File: src/rtl/compare_match_tracker.sv
// Best-of-ROUNDS scorer fed by a 4-bit magnitude comparator.
// Tallies A/B/tie rounds on each sample strobe and reports the match winner.
module compare_match_tracker #(
  parameter int ROUNDS = 5,
  parameter int CNT_W  = 4
) (
  input  logic             clk,
  input  logic             rst,
  input  logic             start,
  input  logic             sample,
  input  logic             equal,
  input  logic             a_greater,
  input  logic             b_greater,
  output logic [CNT_W-1:0] a_wins,
  output logic [CNT_W-1:0] b_wins,
  output logic [CNT_W-1:0] ties,
  output logic [CNT_W-1:0] round_cnt,
  output logic             busy,
  output logic             done,
  output logic [1:0]       winner,
  output logic             illegal
);

  localparam logic [CNT_W-1:0] WIN_NEED = CNT_W'(ROUNDS / 2 + 1);
  localparam logic [CNT_W-1:0] ROUND_MAX = CNT_W'(ROUNDS);

  typedef enum logic [1:0] {
    S_IDLE   = 2'd0,
    S_PLAY   = 2'd1,
    S_FINISH = 2'd2
  } state_t;

  state_t           r_state;
  state_t           w_state_nxt;
  logic [CNT_W-1:0] r_a_wins;
  logic [CNT_W-1:0] r_b_wins;
  logic [CNT_W-1:0] r_ties;
  logic [CNT_W-1:0] r_round_cnt;
  logic [1:0]       r_winner;
  logic             r_illegal;

  logic             w_onehot;
  logic             w_score;
  logic             w_legal;
  logic [CNT_W-1:0] w_a_nxt;
  logic [CNT_W-1:0] w_b_nxt;
  logic [CNT_W-1:0] w_t_nxt;
  logic [CNT_W-1:0] w_rnd_nxt;
  logic             w_decide;
  logic [1:0]       w_winner_nxt;

  always_comb begin
    w_onehot     = 1'b0;
    w_score      = 1'b0;
    w_legal      = 1'b0;
    w_a_nxt      = r_a_wins;
    w_b_nxt      = r_b_wins;
    w_t_nxt      = r_ties;
    w_rnd_nxt    = r_round_cnt;
    w_decide     = 1'b0;
    w_winner_nxt = 2'b11;

    case ({equal, a_greater, b_greater})
      3'b100, 3'b010, 3'b001: w_onehot = 1'b1;
      default:                w_onehot = 1'b0;
    endcase

    // start always takes priority, so a coincident sample is dropped
    w_score = (r_state == S_PLAY) && sample && !start;
    w_legal = w_score && w_onehot;

    if (w_legal) begin
      w_a_nxt   = r_a_wins    + {{(CNT_W-1){1'b0}}, a_greater};
      w_b_nxt   = r_b_wins    + {{(CNT_W-1){1'b0}}, b_greater};
      w_t_nxt   = r_ties      + {{(CNT_W-1){1'b0}}, equal};
      w_rnd_nxt = r_round_cnt + {{(CNT_W-1){1'b0}}, 1'b1};
    end else begin
      w_rnd_nxt = r_round_cnt;
    end

    w_decide = w_legal &&
               ((w_a_nxt == WIN_NEED) || (w_b_nxt == WIN_NEED) || (w_rnd_nxt == ROUND_MAX));

    if (w_a_nxt > w_b_nxt) begin
      w_winner_nxt = 2'b01;
    end else if (w_b_nxt > w_a_nxt) begin
      w_winner_nxt = 2'b10;
    end else begin
      w_winner_nxt = 2'b11;
    end
  end

  always_comb begin
    w_state_nxt = r_state;
    case (r_state)
      S_IDLE: begin
        if (start) w_state_nxt = S_PLAY;
        else       w_state_nxt = S_IDLE;
      end
      S_PLAY: begin
        if (start)         w_state_nxt = S_PLAY;
        else if (w_decide) w_state_nxt = S_FINISH;
        else               w_state_nxt = S_PLAY;
      end
      S_FINISH: begin
        if (start) w_state_nxt = S_PLAY;
        else       w_state_nxt = S_IDLE;
      end
      default: w_state_nxt = S_IDLE;
    endcase
  end

  always_ff @(posedge clk or posedge rst) begin
    if (rst) begin
      r_state <= S_IDLE;
    end else begin
      r_state <= w_state_nxt;
    end
  end

  always_ff @(posedge clk or posedge rst) begin
    if (rst) begin
      r_a_wins    <= '0;
      r_b_wins    <= '0;
      r_ties      <= '0;
      r_round_cnt <= '0;
      r_winner    <= 2'b00;
      r_illegal   <= 1'b0;
    end else if (start) begin
      r_a_wins    <= '0;
      r_b_wins    <= '0;
      r_ties      <= '0;
      r_round_cnt <= '0;
      r_winner    <= 2'b00;
      r_illegal   <= 1'b0;
    end else begin
      r_a_wins    <= w_a_nxt;
      r_b_wins    <= w_b_nxt;
      r_ties      <= w_t_nxt;
      r_round_cnt <= w_rnd_nxt;
      if (w_decide) begin
        r_winner <= w_winner_nxt;
      end
      if (w_score && !w_onehot) begin
        r_illegal <= 1'b1;
      end
    end
  end

  assign a_wins    = r_a_wins;
  assign b_wins    = r_b_wins;
  assign ties      = r_ties;
  assign round_cnt = r_round_cnt;
  assign winner    = r_winner;
  assign illegal   = r_illegal;
  assign busy      = (r_state == S_PLAY);
  assign done      = (r_state == S_FINISH);

endmodule

File: config.mk
export PLATFORM = sky130hd
export DESIGN_NAME = compare_match_tracker
export DESIGN_NICKNAME = d
export VERILOG_FILES = /design/src/rtl/compare_match_tracker.sv
export SDC_FILE = /design/constraint.sdc
export NUM_CORES = 1
export LEC_CHECK = 0
export BUFFER_PORTS_ARGS = -buffer_cell sky130_fd_sc_hd__buf_2
export CAP_MARGIN = 20
export CORE_ASPECT_RATIO = 1.5
export CORE_UTILIZATION = 40
export CTS_CLUSTER_DIAMETER = 150
export DETAILED_ROUTE_END_ITERATION = 6
export GPL_TIMING_DRIVEN = 0
export PLACE_DENSITY = 0.7
export SETUP_SLACK_MARGIN = 0.1
export SKIP_CTS_REPAIR_TIMING = 1
export SYNTH_ARGS = -nofsm -noshare
export SYNTH_HDL_FRONTEND = slang
export SYNTH_SLANG_ARGS = --single-unit
File: constraint.sdc
create_clock -name clk -period 3.25 [get_ports clk]
set_input_delay 0 -clock clk [delete_from_list [all_inputs] [get_ports clk]]
set_output_delay 0 -clock clk [all_outputs]
set_load 0.01 [all_outputs]
==> out/metrics.cfg <==
[cells_and_area]
nets=171
layout_common_cells=buf_2 (28), dfrtp_1 (21), nand2_1 (17)
layout-drive-gt1-share_pct=23.7
area_growth_pct=20.8
antenna_cells=0
layout_commonest_cell=buf_2

[floorplan]
die_y_um=69.1
num_io_pins=28
rows=24
die_width_um=46.7
start_util_pct=41.6
design.die.area_um2=3230
core_area_um2=2880

[sta]
hold_viol_final=0
setup_viol=0
setup_ws_ns=0.413
max-slew-margin-rel_pct=46.8
finClkSkew_ns=0.00242
fin_crit_ns=2.84
max_freq_mhz=353
final_max_slew_viol_count=0
rsz0062_at_grt=false
fin_crit_sh_pct=87.3
fin_setup_tns_ns=0
tightest_slew_ns=0.797

[clock_tree]
h-tree-depth=1
cts.path.max_buffers=2
clkTransAtPathRegs_ns=0.07
root_buffer=clkbuf_8
cts_tree=done
numCtsBuffers=3
clock_latency_ns=0.25
cts.sinks=21

[power]
irDropWorstVdd_mv=0.277
p_per_area_nw_per_um2=384
power.leakage_nw=0.777

[global_routing]
grt_overflow=0
antenna_found_initial=0
gr-usage-all-layers_pct=17.7
grt_max_degree=22
grt_pass1_wl_um=4250
grt_pass1_vias=973

[logic_synthesis]
synth-simple-area-share_pct=19.9
netlist_top_cells_area=dfrtp_1 (44%), ha_1 (11%), nand2_1 (5.3%)
yosysTopAreaCellShare_pct=43.8
synth-compound-area-share_pct=9.70
synth_xor_xnor_area_share_pct=10.2
ys_seq_elements=21
netlist_instances=119
synth-adder-area-share_pct=11.5
ys_warn_count=0
syn_avg_cell_area_um2=10.1
synth_nets=137
yosysSeqAreaShare_pct=43.8
synthMuxAreaShare_pct=2.61
ys.flop_type=dfrtp_1
netlist_area_um2=1200
synth_top_family_by_area=simple AND/OR/NAND/NOR gates
async_flop_share_pct=100
yosys.area.top_type=dfrtp_1
synth_cell_types=31
synth_edf_count=0

[outcome]
status=complete, no violations

[run]
max_cap_viol_count=0

[placement]
place.gp.congestion=0.738
portBuffers=27
hpwl_um=2010
dp_slack_ns=0.456

[setup_path]
end_kind=flop
start_kind=input port
cp_max_fo=10
critPathArrivalTime_ns=2.98
critPathKind=in2reg
crit_required_ns=3.40

[route]
num_vias=953
drcViolationCount=0
drtIter0Drc=14
drt-pass1-iter-count=4
drt-total-wl_um=2610
ant_nets=0
viasPerCell=4.99
avgRoutedWirePerCell_um=13.6

[worst_hold_path]
hold_class=in2reg

## Yosys cell counts, types with 2 or more instances
cell,n
nor2_1,11
o21a_1,3
mux2i_1,2
nor2b_1,4
ha_1,11
nand4_1,5
inv_1,3
a211oi_2,2
xor2_1,7
nand2_1,17
o21ai_0,3
xnor2_1,7
dfrtp_1,21
nand3_1,3
and2_1,4
## metrics by stage
step / utilization [%] / hold slack [ns] / std cells / power, mW / area (um2)
floorplan: - / -0.0235 / 119 / 0.356 / 1200
global placement: 48.0 / 0.179 / 185 / 0.389 / 1380
detailed placement: 48.0 / 0.192 / 185 / 0.391 / 1380
CTS: 49.6 / -0.0850 / 189 / 0.560 / 1430
global route: 50.3 / 0.0289 / 191 / 0.586 / 1450
finish: 50.3 / 0.0235 / 191 / 0.556 / 1450
## cell type report
| class | count | area (um2) |
|---|---|---|
| well taps | 39 | 48.8 |
| multi-input cells | 92 | 647 |
| fillers | 290 | 1430 |
| clock buffers | 4 | 45.0 |
| inverters | 3 | 11.3 |
| flip-flops and latches | 21 | 526 |
| plain buffers | 3 | 16.3 |
| repair buffers | 29 | 155 |
## critical path: stages
cell	delay, ns
dlygate4sd3_1	0.52
buf_2	0.15
nand4bb_1	0.22
a211o_1	0.26
buf_2	0.20
mux2i_1	0.26
ha_1	0.29
nor2b_1	0.13
o21a_1	0.16
o21a_1	0.17
or4_1	0.47
o211a_1	0.14
## routing by layer
layer | vias to the layer above | GRT usage, % | share of wire, %
met1 | 456 | 20.0 | 43
met2 | 14 | 31.3 | 53
met4 | 0 | 7.62 | 1.8
met5 | - | 0 | 0
li1 | 479 | - | -
met3 | 4 | 1.57 | 1.9
## registers in the layout, indices dropped and copies added, names as in the netlist
| name | cells |
|---|---|
| a_wins | 4 |
| r_state | 2 |
| round_cnt | 4 |
| ties | 4 |
| winner | 2 |
| illegal | 1 |
| b_wins | 4 |
## logic make-up (layout without fill, tap and decap cells)
family,Yosys count,in the layout
buffers and inverters,6,39
and+or+nand+nor,49,49
AOI/OAI and AO/OA,15,15
adders and majority gates,11,11
xor gates and xnor gates,14,14
muxes,3,3
DFF,21,21
## power by group
group / switching (mW) / leakage, nW / total, mW / internal (mW)
clock: 0.0803 / 0.0228 / 0.167 / 0.0871
combinational: 0.0607 / 0.468 / 0.103 / 0.0420
sequential: 0.0119 / 0.287 / 0.286 / 0.274
total: 0.153 / 0.777 / 0.556 / 0.403
## path summary, 6_finish.rpt
kind | start | endpoint | slack [ns] | cells after the start
max | start | winner[1]$_DFFE_PP0P_ | 0.41 | 12
max in group asynchronous | rst | r_state[0]$_DFF_PP0_ | 2.32 | 3
min | sample | illegal$_DFFE_PP0P_ | 0.02 | 3
max reg2reg | r_state[1]$_DFF_PP0_ | winner[1]$_DFFE_PP0P_ | 0.45 | 10
min reg2reg | illegal$_DFFE_PP0P_ | illegal$_DFFE_PP0P_ | 0.50 | 2
min in group asynchronous | rst | a_wins[3]$_DFF_PP0_ | 0.43 | 3
Power figures use the tool's default switching activity.
